[src/rtl/muldiv_hilo_unit_pkg.sv]
// Purpose: shared op/state encodings, divide-by-zero constants and helpers for the HI/LO unit.
// Latency: n/a (definitions only).
// Backpressure: n/a (definitions only).
package muldiv_hilo_unit_pkg;

    // Instruction op field as presented on the op port
    localparam logic [1:0] OP_MULT  = 2'b00;
    localparam logic [1:0] OP_MULTU = 2'b01;
    localparam logic [1:0] OP_DIV   = 2'b10;
    localparam logic [1:0] OP_DIVU  = 2'b11;

    // Controller states
    typedef enum logic [1:0] {
        IDLE = 2'd0,
        MUL  = 2'd1,
        DIV  = 2'd2,
        FIX  = 2'd3
    } stateT;

    // Divide-by-zero leaves LO all ones; HI gets the original dividend
    localparam logic [31:0] DIV0_LO = 32'hFFFF_FFFF;

    // Two's-complement magnitude of a 32-bit value
    function automatic logic [31:0] absVal(input logic [31:0] v);
        return v[31] ? (~v + 32'd1) : v;
    endfunction

endpackage

[src/rtl/muldiv_hilo_unit_div_step.sv]
// Purpose: one restoring-division iteration on unsigned magnitudes.
// Latency: combinational.
// Backpressure: none.
module div_step (
    input  logic [31:0] partRem,
    input  logic        dvdBit,
    input  logic [31:0] divisor,
    output logic [31:0] remNext,
    output logic        qBit
);

    logic [32:0] shifted;
    logic [33:0] trial;

    // Shift in the next dividend bit and try subtracting the divisor
    always_comb begin
        shifted = {partRem, dvdBit};
        trial   = {1'b0, shifted} - {2'b00, divisor};
        qBit    = ~trial[33];
        // Either branch fits in 32 bits: the result is always below the divisor
        remNext = qBit ? trial[31:0] : shifted[31:0];
    end

endmodule

[src/rtl/muldiv_hilo_unit.sv]
// Purpose: iterative MULT/MULTU/DIV/DIVU with architectural HI/LO (MULDIV_DIV0_FAST_EN shortcuts divide by zero).
// Latency: MUL_LATENCY busy cycles for multiply, 33 for divide (1 for divide by zero when fast), done one cycle later.
// Backpressure: none; busy stalls dependents upstream and start/mthi/mtlo arriving while busy are dropped.
module muldiv_hilo_unit
    import muldiv_hilo_unit_pkg::*;
#(
    parameter int MUL_LATENCY = 4,
    parameter int DIV_ITERS   = 32
) (
    input  logic        clk,
    input  logic        rst_n,
    input  logic        start,
    input  logic [1:0]  op,
    input  logic [31:0] rs_data,
    input  logic [31:0] rt_data,
    input  logic        mthi,
    input  logic        mtlo,
    input  logic        flush,
    output logic        busy,
    output logic        done,
    output logic [31:0] hi,
    output logic [31:0] lo
);

    stateT       state;
    logic [4:0]  counter;
    logic [63:0] product;
    logic [31:0] divisor;
    logic [31:0] dvdQuot;   // dividend bits shift out the top, quotient bits shift in the bottom
    logic [31:0] partRem;
    logic [31:0] origRs;
    logic        signA;
    logic        signB;
    logic        divZero;

    logic        isSignedDiv;
    logic [31:0] absRs;
    logic [31:0] absRt;
    logic [63:0] mulA;
    logic [63:0] mulB;
    logic [31:0] quotSigned;
    logic [31:0] remSigned;
    logic [31:0] remNext;
    logic        qBit;
    logic        fastZero;

`ifdef MULDIV_DIV0_FAST_EN
    assign fastZero = (rt_data == 32'd0);
`else
    assign fastZero = 1'b0;
`endif

    div_step divStepInst (
        .partRem (partRem),
        .dvdBit  (dvdQuot[31]),
        .divisor (divisor),
        .remNext (remNext),
        .qBit    (qBit)
    );

    // Operand conditioning at launch and sign restoration at the end of a divide
    always_comb begin
        isSignedDiv = (op == OP_DIV);
        absRs       = isSignedDiv ? absVal(rs_data) : rs_data;
        absRt       = isSignedDiv ? absVal(rt_data) : rt_data;
        // Sign-extending for MULT makes the low 64 bits of an unsigned multiply correct
        mulA        = (op == OP_MULT) ? {{32{rs_data[31]}}, rs_data} : {32'd0, rs_data};
        mulB        = (op == OP_MULT) ? {{32{rt_data[31]}}, rt_data} : {32'd0, rt_data};
        quotSigned  = (signA ^ signB) ? (~dvdQuot + 32'd1) : dvdQuot;
        remSigned   = signA ? (~partRem + 32'd1) : partRem;
    end

    // Controller FSM with registered busy/done/HI/LO
    always_ff @(posedge clk) begin
        if (!rst_n) begin
            state   <= IDLE;
            counter <= '0;
            busy    <= 1'b0;
            done    <= 1'b0;
            hi      <= '0;
            lo      <= '0;
            product <= '0;
            divisor <= '0;
            dvdQuot <= '0;
            partRem <= '0;
            origRs  <= '0;
            signA   <= 1'b0;
            signB   <= 1'b0;
            divZero <= 1'b0;
        end else begin
            done <= 1'b0;
            if (flush) begin
                state   <= IDLE;
                busy    <= 1'b0;
                counter <= '0;
            end else begin
                case (state)
                    IDLE: begin
                        if (start) begin
                            busy <= 1'b1;
                            if (!op[1]) begin
                                product <= mulA * mulB;
                                counter <= 5'(MUL_LATENCY - 1);
                                state   <= MUL;
                            end else begin
                                signA   <= isSignedDiv & rs_data[31];
                                signB   <= isSignedDiv & rt_data[31];
                                dvdQuot <= absRs;
                                divisor <= absRt;
                                partRem <= '0;
                                origRs  <= rs_data;
                                divZero <= (rt_data == 32'd0);
                                counter <= '0;
                                state   <= fastZero ? FIX : DIV;
                            end
                        end else begin
                            if (mthi) hi <= rs_data;
                            if (mtlo) lo <= rs_data;
                        end
                    end
                    MUL: begin
                        if (counter == 5'd0) begin
                            hi    <= product[63:32];
                            lo    <= product[31:0];
                            busy  <= 1'b0;
                            done  <= 1'b1;
                            state <= IDLE;
                        end else begin
                            counter <= counter - 5'd1;
                        end
                    end
                    DIV: begin
                        partRem <= remNext;
                        dvdQuot <= {dvdQuot[30:0], qBit};
                        if (counter == 5'(DIV_ITERS - 1)) begin
                            counter <= '0;
                            state   <= FIX;
                        end else begin
                            counter <= counter + 5'd1;
                        end
                    end
                    FIX: begin
                        if (divZero) begin
                            hi <= origRs;
                            lo <= DIV0_LO;
                        end else begin
                            hi <= remSigned;
                            lo <= quotSigned;
                        end
                        busy  <= 1'b0;
                        done  <= 1'b1;
                        state <= IDLE;
                    end
                    default: state <= IDLE;
                endcase
            end
        end
    end

endmodule
[config.mk]
export PLATFORM = sky130hd
export DESIGN_NAME = muldiv_hilo_unit
export DESIGN_NICKNAME = d
export VERILOG_FILES = /design/src/rtl/muldiv_hilo_unit_pkg.sv /design/src/rtl/muldiv_hilo_unit_div_step.sv /design/src/rtl/muldiv_hilo_unit.sv
export SDC_FILE = /design/constraint.sdc
export NUM_CORES = 2
export LEC_CHECK = 0
export CORE_ASPECT_RATIO = 0.5
export CORE_MARGIN = 1.5
export CORE_UTILIZATION = 45
export CTS_BUF_LIST = sky130_fd_sc_hd__clkbuf_8
export CTS_CLUSTER_DIAMETER = 50
export CTS_CLUSTER_SIZE = 25
export DETAILED_ROUTE_END_ITERATION = 7
export GPL_TIMING_DRIVEN = 0
export SYNTH_ARGS = -nofsm -noshare
export SYNTH_HDL_FRONTEND = slang
export SYNTH_SLANG_ARGS = --single-unit
export TNS_END_PERCENT = 5
[constraint.sdc]
create_clock -name clk -period 29.2 [get_ports clk]
set_input_delay 7.3 -clock clk [delete_from_list [all_inputs] [get_ports clk]]
set_output_delay 7.3 -clock clk [all_outputs]
set_load 0.01 [all_outputs]
; Word level (Yosys, flattened, before mapping)
; Index checks and enable logic that the tools add are counted.
; Widths: inputs -> output; s select.
[op_classes]
addsub = 7
n_mul = 1
eq_ne = 13
mux = 40
bitwise_logic = 11
n_reduce_logical = 16
[ops]
columns = cell, count
row1 = $mux 32, 19
row2 = $pmux 32 s3, 2
row3 = $add 32x1->32 const B, 4
row4 = $mux 64, 2
row5 = $not 32->32, 4
row6 = $pmux 32 s2, 2
row7 = $mul 64x64->64, 1
row8 = $sub 33x32->34, 1
row9 = $logic_not 32->1, 1
row10 = $ne 2x2->1 const B, 8
row11 = $mux 5, 3
row12 = $pmux 5 s3, 1
row13 = $reduce_and 4->1, 3
row14 = $mux 2, 5
row15 = $reduce_and 5->1, 2
row16 = $reduce_and 3->1, 3
row17 = $pmux 2 s4, 1
row18 = $eq 2x2->1 const B, 3
row19 = $reduce_bool 3->1, 2
row20 = $add 5x1->5 const B, 1
row21 = $eq 5x5->1 const B, 1
row22 = $logic_not 5->1, 1
row23 = $sub 5x1->5 const B, 1
row24 = $logic_not 2->1, 2
row25 = other kinds (9), 15
[word_totals]
reg_bits = 268
in_bits = 72
output_inout_bits = 66

; Longest topological paths before layout
[logic_depth]
depth_word = 7
ltp_mapped = 38
depth_no_buf = 34

; Cells and area by module
; Synthesis repeated with hierarchy kept, for this count alone.
[unflattened]
hier_cells = 7289
area_unflattened_um2 = 63642.3
[modules_own_cells]
columns = module, n_inst, cells_per_inst, area_per_inst_um2, seq_area_each_um2
row1 = muldiv_hilo_unit, 1, 6916, 61212.5, 5365.1
row2 = div_step, 1, 373, 2429.8, 0.0

; Worst setup path after synthesis
; OpenSTA, ideal clock, no wires.
[synth_path]
path_type = in2reg
startpoint = in op[1]
endpoint = reg product[61]
setup_time_ns = 0.062
arrival_time_ns = 16.093
required_time_ns = 29.138
path_slack_ns = 13.045
stages = 31
cell_sequence = clkbuf_1 > nor2_1 > and2_1 > clkbuf_1 > clkbuf_1 > nand2_1 > inv_1 > fa_1 > inv_1 > fa_1 > inv_1 > fa_1 > fa_1 > fa_1 > inv_1 > fa_1 > inv_1 > fa_1 > fa_1 > fa_1 > fa_1 > ha_1 > and3_1 > or3b_1 > nor4_1 > nand3_1 > o211a_2 > o41ai_4 > a41oi_1 > or4_1 > nand3_1
[synth_between]
elab_chain_len = 3
elab_cells_between_ends = 6
classes_between = mul: 1 / mux: 2 / bitwise: 1 / reduce/logical: 2
[synth_lines]
columns = item, line
row1 = from (decl), muldiv_hilo_unit.sv:13  ; input logic [1:0] op,
row2 = $logic_not 2->1, "muldiv_hilo_unit.sv:67, muldiv_hilo_unit.sv:68"
row3 = $mux 64 (on tied branches), "muldiv_hilo_unit.sv:67, muldiv_hilo_unit.sv:68"
row4 = $mul 64x64->64, muldiv_hilo_unit.sv:102  ; product <= mulA * mulB;
row5 = to (signal assigned), muldiv_hilo_unit.sv:102
row6 = to (decl), muldiv_hilo_unit.sv:27  ; logic [63:0] product;
; Several ways; a longest one is shown, not always the timed one.
; A chain may end at the register's enable or synchronous reset.

; Worst setup path in the final report
[layout_path]
startpoint = in op[0]
endpoint = reg product[60]
[layout_between]
elab_chain_len = 3
elab_cells_between_ends = 4
classes_between = mul: 1 / mux: 2 / reduce/logical: 1
[layout_lines]
columns = item, line
row1 = $logic_not 2->1 *, "muldiv_hilo_unit.sv:67, muldiv_hilo_unit.sv:68"
row2 = $mux 64 (on tied branches), "muldiv_hilo_unit.sv:67, muldiv_hilo_unit.sv:68"
row3 = $mul 64x64->64 *, muldiv_hilo_unit.sv:102
; Every way passes the cells marked *; elsewhere a longest branch is shown, timed or not.

==> impl_metrics.ini <==
[worst_setup_path]
cp-start-kind = input port
crit_path_top_delay_cell = nor2_1
crit_path_frequent_cell = fa_1
critPathCaptureType = register
required_ns = 29.80
cp_top_family = adder cells
cp.arrival_ns = 19.83
crit_fanout = 10
path_class = input port to register
cpPeakStageDelay_ns = 0.94
critPathBufInv = 7

[clocking]
clock-sinks = 268
cts_hold_buf = 0
post_cts_resize_count = 0
cts_tree = built
path_clk_slew_ns = 0.10
cts-root-buf = clkbuf_8
clockBufferDepth = 3
cts_buffers = 30
h-tree-depth = 1
post_cts_buffers = 0
clk_latency_ns = 0.69

[drt]
via_count = 53000
wl_met3_mm = 35.57
wire_per_inst_um = 28.44
viasPerCell = 5.714
drt-met1-wl_mm = 105.4
drt_iter0_markers = 6396
met2_length_mm = 109.2
wirelength_mm = 263.8
firstDrtPassIters = 6
detail-route-antenna-nets = 0
drc = 0
dr.max_layer_used = met5

[job]
maxCapViolCount = 3

[floorplan]
io_pins = 138
rows = 97
coreArea_mm2 = 0.1398
dieWidth_um = 533.6
dieArea_mm2 = 0.1432
initial_utilization = 0.4530
dieHeight_um = 268.3

[timing]
slew_headroom = -0.02950
timing.fmax_mhz = 52.00
worst_pin_slew_ns = 1.544
hold_violations = 0
rsz0062_at_grt = no
drv_slew = 32
fin_crit_sh = 0.6586
setup-violations-final = 0
whs_ns = 0.4577
finalCriticalPeriod_ns = 19.23
clock-skew-final_ns = 0.05410
tns_ns = 0

[grt]
grt_pass1_wl_mm = 376.7
grt_pass1_vias = 52820
globalRouteOverflowTotal = 0
antenna_found_initial = 32
grt_start_max_net_pins = 21
gr-usage-all-layers = 0.3715

[final_layout]
stdcell_count = 9275
layout-drive-gt1-share = 0.01571
syn2layout_area_growth_pct = 6.649
final_net_count = 9212
fillers = 13950
final_common_cell = inv_1
layout_common_cells = inv_1 (1,544), fa_1 (1,415), nand2_1 (1,010)

[logic_synthesis]
synth_seq_cells = 268
synth_cells = 7218
synth_cell_types = 84
synthFlopType = dfxtp_1
synth_edf_count = 0
ys_seq_area_frac = 0.08470
avgSynthCellArea_um2 = 8.775
synth-async-reset-ratio = 0
syn-num-nets = 9069
synth_warnings = 0
synthesis.area_mm2 = 0.06334

[outcome]
violations = capacitance limit, slew limit
status = complete, but fails checks

[worst_hold_path]
min_path_type = register to register

[placement]
dp.cells = 9207
gp_congestion = 1.046
dp_hpwl_mm = 224.1
numPortBuffers = 107
[cell usage after synthesis, drive strengths merged (7+ instances only)]
cell,instances,area [um2]
nand3,45,225.2
xor2,98,858.3
a31oi,51,319.1
and3,43,269.0
a21oi,276,1381
a22oi,57,427.9
nand2b,18,122.6
nor2b,7,43.79
dfxtp,268,5365
nand2,1011,3795
ha,363,4542
buf,65,271.5
o21bai,18,135.1
o31ai,42,320.3
a41oi,11,96.34
nand3b,8,60.06
o21ai,241,1206
a211oi,57,427.9
a21o,75,563.0
nand4,36,225.2
fa,1416,28350
nor2,191,716.9
xnor2,150,1314
o211ai,22,165.2
mux2i,9,90.09
inv,1543,5792
or3,20,130.1
o21a,10,75.07
or4,17,135.1
a22o,13,113.9
o41ai,17,175.2
clkbuf,385,1445
a311oi,21,183.9
nor3,44,220.2
nor4,19,133.9
and2,468,2928
[tightest hold or removal path: stages (launching register included)]
cell,delay (ns)
dfxtp_1,0.32
nand2_1,0.05
a21oi_1,0.05
[final cells by class]
class                   instances  area (um2)  area share
plain buffers                 450        1733     0.02565
diodes                         11       27.53   0.0004075
inverters                    1543        5792     0.08574
clock inverters                22       222.7    0.003297
well taps                    1881        2354     0.03484
repair buffers                111        1136     0.01682
multi-input cells            4957       50480      0.7473
flip-flops and latches        268        5365     0.07942
clock buffers                  32       440.4    0.006520
[cells by family after synthesis]
logic type | Yosys count | share of synthesized area
buffers and inverters | 1993 | 0.1185
and+or+nand+nor | 1952 | 0.1454
adders and majority gates | 1779 | 0.5193
AOI/OAI and AO/OA | 968 | 0.09624
DFF | 268 | 0.08470
xor gates and xnor gates | 248 | 0.03429
muxes | 10 | 0.001600
[routing by layer]
layer	vias up	global-route usage
li1	22190	-
met1	27060	0.5073
met5	-	0
met3	568	0.1127
met2	3162	0.5475
met4	24	0.1575
[per-stage QoR]
stage	utilization	area, um2	setup WS, ns
2_1_floorplan	-	63340	13.04
3_3_place_gp	0.4775	66760	9.527
4_1_cts	0.4825	67460	10.33
6_report	0.4831	67550	9.970
5_1_grt	0.4830	67530	9.845
3_5_place_dp	0.4777	66800	9.648
[flip-flops by register name, indices dropped and copies added, names as in the netlist]
register,count
product,64
divisor,32
dvdQuot,32
hi,32
lo,32
origRs,32
partRem,32
counter,5
state,2
busy,1
divZero,1
done,1
signA,1
signB,1
[worst paths after layout]
kind / from / end / slack [ns] / cells past startpoint
setup / recovery: op[0] / product[60] / 9.97 / 30
hold reg to reg: product[7] / product[7] / 0.46 / 2
hold / removal: product[7] / product[7] / 0.46 / 2
setup reg to reg: partRem[3] / partRem[24] / 24.94 / 10
Power is not shown: default switching activity piles up to over one toggle a cycle in this logic, so the estimate is an artifact.
